`config.mk`:
```
export PLATFORM = sky130hd
export DESIGN_NAME = combo_tracker
export DESIGN_NICKNAME = d
export VERILOG_FILES = /design/src/rtl/combo_tracker.sv
export SDC_FILE = /design/constraint.sdc
export NUM_CORES = 1
export LEC_CHECK = 0
export ABC_AREA = 1
export CAP_MARGIN = 30
export CELL_PAD_IN_SITES_DETAIL_PLACEMENT = 0
export CELL_PAD_IN_SITES_GLOBAL_PLACEMENT = 1
export CORE_MARGIN = 8
export CORE_UTILIZATION = 25
export DETAILED_ROUTE_END_ITERATION = 6
export DONT_BUFFER_PORTS = 1
export HOLD_SLACK_MARGIN = 0.1
export PLACE_DENSITY = 0.52
export SLEW_MARGIN = 20
export SYNTH_ARGS = -nofsm -noshare
export SYNTH_HDL_FRONTEND = slang
export SYNTH_SLANG_ARGS = --single-unit
```
`constraint.sdc`:
```
create_clock -name frame_clk -period 2.6 [get_ports frame_clk]
set_clock_uncertainty 0.1 [all_clocks]
set_input_delay 0.26 -clock frame_clk [delete_from_list [all_inputs] [get_ports frame_clk]]
set_output_delay 0.26 -clock frame_clk [all_outputs]
set_load 0.05 [all_outputs]
```
`src/rtl/combo_tracker.sv`:
```
// combo_tracker: combo counter, milestone launch FSM and frame phase source
// for the combo sprite animator, clocked on frame_clk.
// Optional build macro: COMBO_BCD_EN adds a registered three-digit BCD mirror
// of combo_count on combo_bcd; when undefined combo_bcd is tied to zero.
module combo_tracker #(
  parameter int unsigned MILESTONE = 10,
  parameter int unsigned FRAME_DIV = 4
) (
  input  logic       frame_clk,
  input  logic       Reset,
  input  logic       hit,
  input  logic       miss,
  input  logic       keep_on,
  input  logic       audio_flag1,
  output logic       BallEN,
  output logic [3:0] frame,
  output logic [9:0] combo_count,
  output logic [9:0] max_combo,
  output logic       sfx_pulse,
  output logic [11:0] combo_bcd
);

  typedef enum logic [1:0] {IDLE, LAUNCH, ANIMATE, DRAIN} state_t;

  localparam logic [9:0] COMBO_MAX = 10'd999;
  localparam logic [5:0] MS_LAST   = 6'(MILESTONE - 1);
  localparam logic [7:0] DIV_LAST  = 8'(FRAME_DIV - 1);

  state_t     state, state_next;
  logic [5:0] ms_cnt, ms_next;
  logic       pending, pending_clr, milestone;
  logic [9:0] combo_next;
  logic [7:0] div_cnt, div_next;
  logic [3:0] frame_next;
  logic       af_q, af_d;

  // Combo and milestone next values; miss dominates a coincident hit
  always_comb begin
    combo_next = combo_count;
    ms_next    = ms_cnt;
    milestone  = 1'b0;
    if (miss) begin
      combo_next = '0;
      ms_next    = '0;
    end else if (hit) begin
      if (combo_count != COMBO_MAX)
        combo_next = combo_count + 10'd1;
      if (ms_cnt == MS_LAST) begin
        ms_next   = '0;
        milestone = 1'b1;
      end else begin
        ms_next = ms_cnt + 6'd1;
      end
    end
  end

  // Combo, best combo, milestone counter and pending launch flag
  always_ff @(posedge frame_clk) begin
    if (Reset) begin
      combo_count <= '0;
      max_combo   <= '0;
      ms_cnt      <= '0;
      pending     <= 1'b0;
    end else begin
      combo_count <= combo_next;
      if (combo_next > max_combo)
        max_combo <= combo_next;
      ms_cnt <= ms_next;
      // a milestone arriving as the FSM consumes pending is kept, not lost
      if (milestone)
        pending <= 1'b1;
      else if (pending_clr)
        pending <= 1'b0;
    end
  end

  // Launch FSM next state, frame phase and divider
  always_comb begin
    state_next  = state;
    frame_next  = '0;
    div_next    = '0;
    pending_clr = 1'b0;
    unique case (state)
      IDLE: begin
        if (pending) begin
          state_next  = LAUNCH;
          pending_clr = 1'b1;
        end
      end
      LAUNCH: begin
        if (keep_on)
          state_next = ANIMATE;
      end
      ANIMATE: begin
        if (!keep_on) begin
          state_next = DRAIN;
        end else if (div_cnt == DIV_LAST) begin
          div_next   = '0;
          frame_next = (frame == 4'hF) ? frame : frame + 4'd1;
        end else begin
          div_next   = div_cnt + 8'd1;
          frame_next = frame;
        end
      end
      DRAIN: state_next = IDLE;
      default: state_next = IDLE;
    endcase
  end

  // FSM state register; BallEN trails the LAUNCH state by one clock
  always_ff @(posedge frame_clk) begin
    if (Reset) begin
      state   <= IDLE;
      frame   <= '0;
      div_cnt <= '0;
      BallEN  <= 1'b0;
    end else begin
      state   <= state_next;
      frame   <= frame_next;
      div_cnt <= div_next;
      BallEN  <= (state == LAUNCH);
    end
  end

  // Audio flag is sampled once, then edge-detected against its delayed copy
  always_ff @(posedge frame_clk) begin
    if (Reset) begin
      af_q      <= 1'b0;
      af_d      <= 1'b0;
      sfx_pulse <= 1'b0;
    end else begin
      af_q      <= audio_flag1;
      af_d      <= af_q;
      sfx_pulse <= af_q & ~af_d;
    end
  end

`ifdef COMBO_BCD_EN
  logic [11:0] bcd_mirror, bcd_inc, bcd_q;

  // Decimal +1 on the mirror; only used below 999
  always_comb begin
    bcd_inc = bcd_mirror;
    if (bcd_mirror[3:0] != 4'd9) begin
      bcd_inc[3:0] = bcd_mirror[3:0] + 4'd1;
    end else begin
      bcd_inc[3:0] = 4'd0;
      if (bcd_mirror[7:4] != 4'd9) begin
        bcd_inc[7:4] = bcd_mirror[7:4] + 4'd1;
      end else begin
        bcd_inc[7:4]  = 4'd0;
        bcd_inc[11:8] = bcd_mirror[11:8] + 4'd1;
      end
    end
  end

  // BCD mirror tracks combo_count; output stage adds one clock of latency
  always_ff @(posedge frame_clk) begin
    if (Reset) begin
      bcd_mirror <= '0;
      bcd_q      <= '0;
    end else begin
      if (miss)
        bcd_mirror <= '0;
      else if (hit && bcd_mirror != 12'h999)
        bcd_mirror <= bcd_inc;
      bcd_q <= bcd_mirror;
    end
  end

  assign combo_bcd = bcd_q;
`else
  assign combo_bcd = '0;
`endif

endmodule

```
==> flow_summary.ini, run 1 <==
[logic_synthesis]
ys_types = 31
ys.flop_type = dfxtp_1
yosys_register_bits = 45
synthMuxAreaShare_pct = 0
syn-cell-area_um2 = 2515
synth_top_family_by_area = simple AND/OR/NAND/NOR gates
synthSimpleGateAreaFrac_pct = 32.94
synth_fa_ha_area_share_pct = 9.453
seq_area_frac_synth_pct = 35.82
synth_compound_area_share_pct = 6.517
synth-xor-area-share_pct = 1.393
synth_cells = 365
synth_edf_count = 0
ys_warn_count = 0
async_flop_share_pct = 0
syn_avg_cell_area_um2 = 6.890

[status]
status = finished clean

[cells_and_area]
fin_util_pct = 33.28
finalNetCount = 436
diodes = 0
drive_gt1_share_pct = 22.33
final_area_um2 = 3253
multi_input_area_um2 = 1458
register_area_um2 = 909.6
area_delta_synth_final_pct = 29.35
fillers = 1080

[floorplan]
fp.dieArea_um2 = 13520
coreArea_um2 = 9774
die_x_um = 116.3
die_h_um = 116.3
start_util_pct = 25.73
num_rows = 36
pin_count = 44

[clocking]
htree_levels = 2
clockRootBuffer = clkbuf_8
cts_inserted_buffers = 5
clock-sinks = 45
clock_latency_ps = 300
clockBufferDepth = 2
path_clk_slew_ps = 90
cts_tree = yes

[global_route]
grt_max_degree = 17
track_usage_pct = 9.525
antenna_found_initial = 0
grt_pass1_wl_um = 10160
first_global_vias = 2034
overflow = 0

[power_and_ir_drop]
p_per_area_nw_per_um2 = 697.1
irDropWorstVdd_v = 0.0004129
p_leak_nw = 1.461

[timing]
slew_viol_final = 0
period_needed_ps = 2450
slew-limit-headroom_pct = 55.69
hold_viol_final = 0
final.setup.tns_ps = 0
setup_viol = 0
worstMarginPinSlew_ps = 662.5
finalCritPeriodShare_pct = 94.23
max_freq_ghz = 0.4082

[critical_path]
arrival_ps = 2550
r2r_end = max_combo[5]
worstSetupStartpointType = flip-flop
endpoint_kind = flip-flop
critPathLaunch = combo_count[0]
critPathMaxFanout = 6
endpoint = max_combo[5]
ff2ff_path_depth = 17
timing.reg2reg.setup_slack_ps = 150
required_ps = 2700
crit_type = reg -> reg
reg2reg_from = combo_count[0]

[placed_design]
place_congestion = 0.7089
dp_hpwl_um = 4730
placed_cell_area_um2 = 2868
port_buffers = 0

[drt]
routed_wl_um = 6515
wl_per_cell_um = 11.95
drc = 0
drtPass1Iterations = 4
drt-initial-drc-count = 85
vias = 2250
viasPerCell = 4.128
antenna_left = 0

[flow_run]
cap_violations = 0

[min_path]
hp-class = in -> reg
==> where the power goes <==
group / switching [mW] / internal, mW
sequential: 0.0467 / 0.758
clock: 0.264 / 0.191
combinational: 0.611 / 0.397
==> cells in the mapped netlist (3+ instances only) <==
library cell / number / area share (%)
o21ai_0: 6 / 1.2
nor2_2: 9 / 2.2
nand2_1: 79 / 12
ha_1: 19 / 9.5
xor2_1: 3 / 1.0
clkbuf_1: 3 / 0.45
nor3_1: 9 / 1.8
inv_1: 57 / 8.5
nor2_1: 54 / 8.1
buf_4: 12 / 3.6
nand3_1: 23 / 4.6
nand4_1: 7 / 1.7
buf_2: 3 / 0.60
nand3_2: 3 / 1.2
dfxtp_1: 45 / 36
a21oi_1: 16 / 3.2
==> metrics by stage <==
step           instances  hold WS (ps)  total power [mW]  setup slack, ps
6_report             545         98.15             2.268            150.0
4_1_cts              537         101.2             2.148            60.75
3_5_place_dp         524         233.9             1.671            103.0
2_1_floorplan        376         267.0             1.465            21.09
3_3_place_gp         524         232.7             1.669            90.79
5_1_grt              545         118.3             2.441           -22.30
==> critical path, stage by stage, from the launching register on <==
cell	delay [ps]
dfxtp_2	370
buf_6	140
nand3_2	100
nor2_4	160
nand2_1	70
nand2_1	80
nand2_2	60
nand2_4	100
nor2_4	60
ha_4	300
nand2_4	50
nor2_2	130
nand3_1	100
nand3_2	120
nand2_4	100
clkbuf_16	170
nor2_1	100
nor2_1	50
==> registers in the layout (all words and copies together) (netlist names) <==
register     flops
BallEN           1
af_d             1
af_q             1
combo_count     10
div_cnt          8
frame            4
max_combo       10
ms_cnt           6
pending          1
sfx_pulse        1
state            2
==> how the worst min path moves through the flow <==
stage / startpoint / to / cells after the start
3_3_place_gp: Reset / combo_count[3] / 1
3_5_place_dp: Reset / combo_count[3] / 1
2_1_floorplan: audio_flag1 / af_q / 2
6_report: hit / pending / 2
4_1_cts: miss / combo_count[3] / 3
5_1_grt: miss / combo_count[3] / 3
==> layout make-up <==
class | count | share of cell area (%)
multi-input combinational | 254 | 44.81
clock buffer | 5 | 2.115
clock inverter | 3 | 0.6538
timing repair buffer | 47 | 12.65
inverter | 58 | 6.692
tap | 133 | 5.115
sequential | 45 | 27.96
==> layer usage <==
metal / global-route usage [%] / vias up / part of all wire (%)
li1: - / 1205 / -
met1: 12.49 / 1010 / 50
met2: 15.22 / 30 / 45
met3: 2.327 / 5 / 3.6
met4: 2.506 / 0 / 0.92
met5: 0 / - / 0
==> logic make-up (layout without fill, tap and decap cells) <==
kind of cell	Yosys count	after routing
and+or+nand+nor	190	190
DFF	45	45
xor gates and xnor gates	4	4
adders and majority gates	19	19
buffers and inverters	77	113
other	1	12
AOI/OAI and AO/OA	29	29
==> cells in the final DEF (no fill, tap or decap), types with 2 or more instances in the layout <==
master and n:
nand3_1 21, a211oi_1 2, buf_4 36, a21oi_1 12, inv_1 57, conb_1 12, clkbuf_8 5, nor2_4 4
dfxtp_2 4, nor2_1 49, ha_1 15, xor2_1 3, nor3_1 9, dlygate4sd3_1 5, nand2_1 72, dfxtp_1 40
a21oi_2 4, ha_4 4, nand4_1 7, nand2_2 6, nand3_2 4, buf_6 3, o21ai_0 6, nor2_2 10
nand2_4 3
==> what timing repair did <==
item	in CTS	in global routing
gates resized for setup	0	37
hold endpoints to repair	21	1
hold buffers	5	1
endpoints found under the setup margin	0	10
setup buffers	0	6
(Power assumes the default switching activity.)
==> run 2, diff against run 1 <==
--- a/config.mk
+++ b/config.mk
@@ -5,7 +5,7 @@
 export SDC_FILE = /design/constraint.sdc
 export NUM_CORES = 1
 export LEC_CHECK = 0
-export ABC_AREA = 1
+export ABC_AREA = 0
 export CAP_MARGIN = 30
 export CELL_PAD_IN_SITES_DETAIL_PLACEMENT = 0
 export CELL_PAD_IN_SITES_GLOBAL_PLACEMENT = 1
@@ -14,7 +14,7 @@
 export DETAILED_ROUTE_END_ITERATION = 6
 export DONT_BUFFER_PORTS = 1
 export HOLD_SLACK_MARGIN = 0.1
-export PLACE_DENSITY = 0.52
+export PLACE_DENSITY = 0.5
 export SLEW_MARGIN = 20
 export SYNTH_ARGS = -nofsm -noshare
 export SYNTH_HDL_FRONTEND = slang
==> run 2 against run 1 <==
  * The flow now finishes with violations (negative setup slack)
  * Register-to-register slack worse by 430 ps
  * Clock power up 8.6%
  * Sequential power down 9.3%
  * Die area down 5.4%
  * Non-clock buffer count up 12
  * Via count down 19%
  * Critical endpoint is now max_combo[1]
  * Highest routed layer unchanged
==> flow_summary.ini, run 2 <==
[placed_design]
port_buffers = 0
dp_hpwl_um = 4315
place_congestion = 0.7673

[clocking]
cts_tree = yes
htree_levels = 2
clockRootBuffer = clkbuf_8
clockBufferDepth = 2
clock-sinks = 45
clock_latency_ps = 300
cts_inserted_buffers = 5
path_clk_slew_ps = 90

[power_and_ir_drop]
p_leak_nw = 1.274
p_per_area_nw_per_um2 = 465.4
irDropWorstVdd_v = 0.0001759

[drt]
drc = 0
drtPass1Iterations = 4
antenna_left = 0
vias = 1820
wl_per_cell_um = 13.58
drt-initial-drc-count = 68
viasPerCell = 4.252
routed_wl_um = 5812

[critical_path]
critPathMaxFanout = 8
endpoint_kind = flip-flop
arrival_ps = 2990
required_ps = 2720
timing.reg2reg.setup_slack_ps = -270
crit_type = reg -> reg
worstSetupStartpointType = flip-flop

[cells_and_area]
finalNetCount = 341
diodes = 0
drive_gt1_share_pct = 30.60
fillers = 982
layout_common_cells = buf_4, nor2_1, dfxtp_1
reg.largest.list = combo_count x10, max_combo x10, div_cnt x8
mostFrequentLayoutCell = buf_4
area_delta_synth_final_pct = 30.68

[timing]
hold_slack_ps = 125.3
slew-limit-headroom_pct = 50.03
max_freq_ghz = 0.3478
fin_ws_ps = -275.0
setup_viol = 10
rsz0062_at_grt = true
slew_viol_final = 0
period_needed_ps = 2875
worstMarginPinSlew_ps = 747.0
final.setup.tns_ps = -2395
hold_viol_final = 0
finalCritPeriodShare_pct = 110.6

[logic_synthesis]
ys_warn_count = 0
seq_area_frac_synth_pct = 38.22
yosys_register_bits = 45
synthTopCellsByArea = dfxtp_1, ha_1, nor2_1, xor2_1, buf_4
yosysTopAreaCell = dfxtp_1
yosysTopAreaCellShare_pct = 38.22
syn_avg_cell_area_um2 = 9.101
synth_cells = 259
ys_types = 40
async_flop_share_pct = 0
synthTopCellsByCount = dfxtp_1, nor2_1, ha_1
synth_edf_count = 0
ys.flop_type = dfxtp_1
syn-cell-area_um2 = 2357

[flow_run]
cap_violations = 0

[global_route]
track_usage_pct = 9.469
grt_max_degree = 18
first_global_vias = 1887
antenna_found_initial = 0
grt_pass1_wl_um = 9646
overflow = 0

[floorplan]
die_h_um = 113.1
die_x_um = 113.1
num_rows = 35
start_util_pct = 25.63
fp.dieArea_um2 = 12790
pin_count = 44
coreArea_um2 = 9196

[status]
status = finished, violations left
violations = negative setup slack

[min_path]
hp-class = in -> reg
run 2: cell types whose count changed after synthesis, sizes merged, moves of 5 or more:
cell,delta
or4,+6
a21oi,-9
nand2,-76
o31ai,+5
xor2,+8
nor2b,+5
xnor2,+8
nor2,-18
and3,+7
inv,-41
nand3,-12
run 2: layer usage:
| layer | up-vias | global-route usage (%) | wire length, um |
|---|---|---|---|
| met1 | 818 | 11.83 | 2884 |
| met3 | 5 | 2.396 | 217 |
| met5 | - | 0 | 0 |
| met2 | 30 | 15.60 | 2655 |
| met4 | 0 | 2.931 | 55 |
| li1 | 967 | - | - |
run 2: what timing repair did:
| item | in CTS | in global routing |
|---|---|---|
| hold buffers | 5 | 0 |
| pin swaps | 9 | 4 |
| endpoints found under the setup margin | 10 | 10 |
| buffers inserted | 3 | 1 |
| gates resized for setup | 13 | 3 |
| endpoints found under the hold margin | 22 | 0 |
run 2: layout make-up:
type / count / area [um2] / area share [%]
clock buffer: 7 / 97.59 / 3.168
timing repair buffer: 59 / 462.9 / 15.03
sequential: 45 / 919.6 / 29.85
multi-input combinational: 188 / 1393 / 45.21
tap: 111 / 138.9 / 4.509
inverter: 17 / 63.81 / 2.071
clock inverter: 1 / 5.005 / 0.1625
run 2: worst max-delay path: stages, from the launching register on:
cell and delay (ps):
dfxtp_4 370, ha_4 160, and4_2 260, nand3_1 100, xor2_1 190, nor2_1 60, ha_1 290, and4_4 200
and3_4 170, and3_1 190, buf_4 160, or4_1 390, a21oi_1 140
run 2: cell families after synthesis:
| logic type | Yosys count | synth area share (%) |
|---|---|---|
| other | 1 | 0.1591 |
| buffers and inverters | 37 | 8.174 |
| XOR/XNOR | 20 | 7.431 |
| AO/OA/AOI/OAI | 25 | 8.280 |
| adder cells (fa/ha/maj) | 19 | 10.09 |
| AND/OR/NAND/NOR | 104 | 23.41 |
| flip-flops | 45 | 38.22 |
| multiplexers | 8 | 4.246 |
run 2: where the power goes:
group | internal [mW] | total (mW) | switching (mW)
clock network | 0.247 | 0.494 | 0.247
registers | 0.705 | 0.730 | 0.0254
logic | 0.0763 | 0.210 | 0.133
total | 1.03 | 1.43 | 0.406
run 2: path summary, 6_finish.rpt:
check / end / cells after the start / startpoint
worst max-delay path: max_combo[1] / 12 / combo_count[0]
worst min-delay path: max_combo[0] / 2 / Reset
worst max register to register: max_combo[1] / 12 / combo_count[0]
worst min register to register: sfx_pulse / 1 / af_d
run 2: per-stage QoR:
stage	instances	total power [mW]	instance area [um2]	worst slack, ps	utilization, %
4_1_cts	427	1.462	3057	-274.2	33.24
2_1_floorplan	270	0.9207	2444	-538.3	-
3_5_place_dp	412	0.9381	2835	-426.8	30.83
6_report	428	1.434	3080	-275.0	33.50
3_3_place_gp	412	0.9353	2835	-370.9	30.83
5_1_grt	428	1.520	3080	-433.3	33.50
==> run 3, diff against run 2 <==
--- a/config.mk
+++ b/config.mk
@@ -14,7 +14,8 @@
 export DETAILED_ROUTE_END_ITERATION = 6
 export DONT_BUFFER_PORTS = 1
 export HOLD_SLACK_MARGIN = 0.1
-export PLACE_DENSITY = 0.5
+export PLACE_DENSITY = 0.46
+export REMOVE_ABC_BUFFERS = 1
 export SLEW_MARGIN = 20
 export SYNTH_ARGS = -nofsm -noshare
 export SYNTH_HDL_FRONTEND = slang
==> run 3 against run 2 <==
  * The flow still finishes with violations (negative setup slack)
  * Wire length up 1.6%
  * Cell count up 0.23%
  * Sequential power about the same
  * Utilization up 0.91 points
  * Maximum frequency down 1.7%
  * Power up 5.7%
  * Highest routed layer unchanged
==> flow_summary.ini, run 3 (synthesized netlist as in run 2, its figures left out) <==
[status]
status = finished, violations left
violations = negative setup slack

[cells_and_area]
reg.largest.list = combo_count x10, max_combo x10, div_cnt x8
fin_util_pct = 34.41
diodes = 0
drive_gt1_share_pct = 26.73
area_delta_synth_final_pct = 34.24
final_area_um2 = 3164
layout_common_cells = nor2_1, buf_4, dfxtp_1
finalNetCount = 342
mostFrequentLayoutCell = nor2_1

[drt]
vias = 1864
viasPerCell = 4.345
routed_wl_um = 5906
drtPass1Iterations = 4
drt-initial-drc-count = 31
drc = 0
antenna_left = 0
wl_per_cell_um = 13.77

[critical_path]
timing.reg2reg.setup_slack_ps = -330
arrival_ps = 3050
critPathLaunch = combo_count[1]
required_ps = 2730
endpoint = max_combo[1]
reg2reg_from = combo_count[1]
ff2ff_path_depth = 12
r2r_end = max_combo[1]
endpoint_kind = flip-flop
critPathMaxFanout = 8
crit_type = reg -> reg
worstSetupStartpointType = flip-flop

[timing]
finalCritPeriodShare_pct = 112.5
setup_viol = 10
max_freq_ghz = 0.3418
rsz0062_at_grt = true
period_needed_ps = 2926
worstMarginPinSlew_ps = 594.3
slew_viol_final = 0
hold_viol_final = 0
fin_ws_ps = -325.8
final.setup.tns_ps = -3025
slew-limit-headroom_pct = 60.33

[flow_run]
cap_violations = 0

[global_route]
first_global_vias = 2004
grt_max_degree = 21
overflow = 0
track_usage_pct = 9.688
grt_pass1_wl_um = 10020
antenna_found_initial = 0

[power_and_ir_drop]
intPower_mw = 1.111
clockPowerShare_pct = 37.1
irDropWorstVdd_v = 0.0003143
power_mw = 1.515
p_sw_share_pct = 26.66
p_leak_nw = 1.299
combPwrFrac_pct = 14.7
power_frac_seq_pct = 48.3
p_per_area_nw_per_um2 = 478.9
p_switching_mw = 0.4041

[clocking]
clock-sinks = 45
clockBufferDepth = 2
cts_tree = yes
path_clk_slew_ps = 90
cts_inserted_buffers = 5
clock_latency_ps = 300
clockRootBuffer = clkbuf_8
htree_levels = 2

[floorplan]
fp.dieArea_um2 = 12790
coreArea_um2 = 9196
start_util_pct = 25.63
die_x_um = 113.1
pin_count = 44
die_h_um = 113.1
num_rows = 35

[placed_design]
dp_hpwl_um = 4291
dp_slack_ps = -522.7
placed_cell_area_um2 = 2746
port_buffers = 0
place_congestion = 0.7398

[min_path]
hp-class = in -> reg
[run 3: cell types whose count changed in the layout (fill, tap and decap cells not counted), sizes merged]
| cell | before | now |
|---|---|---|
| clkinv | 1 | 0 |
| dlygate4sd3 | 5 | 14 |
| bufinv | 0 | 1 |
| buf | 54 | 46 |
[run 3: worst min-delay path by stage]
stage	depth (start not counted)	start	slack [ps]	to
floorplan	1	Reset	230	max_combo[1]
global placement	1	Reset	240	max_combo[1]
detailed placement	1	Reset	240	max_combo[1]
CTS	1	Reset	-90	max_combo[1]
global route	2	Reset	150	max_combo[0]
finish	3	hit	150	ms_cnt[3]
[run 3: final cells by class]
class | count | area (um2)
tap | 111 | 138.9
fill | 966 | 6032
inverter | 17 | 63.81
multi-input combinational | 188 | 1411
timing repair buffer | 60 | 521.8
clock inverter | 1 | 30.03
sequential | 45 | 912.1
clock buffer | 7 | 86.33
[run 3: per-stage QoR]
step,hold slack [ps],std cells
finish,153.7,429
CTS,-90.03,428
global placement,236.2,406
global route,148.9,429
floorplan,229.1,250
detailed placement,236.1,406
[run 3: power by group through the flow]
stage               registers [mW]  clock network (mW)  logic (mW)
global route                 0.735               0.621       0.246
finish                       0.731               0.562       0.222
CTS                          0.732               0.587       0.218
detailed placement           0.749                   0       0.183
floorplan                    0.755                   0       0.136
global placement             0.748                   0       0.185
[run 3: metal layers]
metal	global-route usage, %	wire, um	vias to the layer above
li1	-	-	967
met5	0	0	-
met4	2.842	47	0
met2	15.75	2707	31
met3	3.035	350	4
met1	11.98	2801	862
[run 3: repair_timing]
item                       in CTS  in global routing
pin swaps                      17                  6
hold endpoints to repair       22                  6
hold buffers                   13                  1
buffers inserted                1                  0
gates resized for setup        33                  3
setup endpoints to repair      10                 10
[run 3: worst max-delay path: stages (launching register included)]
cell and delay (ps):
dfxtp_4 390, buf_12 150, nand3_4 90, nor4_4 280, xnor2_1 200, nor2_1 80
ha_1 320, and4_4 230, and3_4 190, a221oi_4 60, buf_6 140, or4_1 460
a21oi_1 140
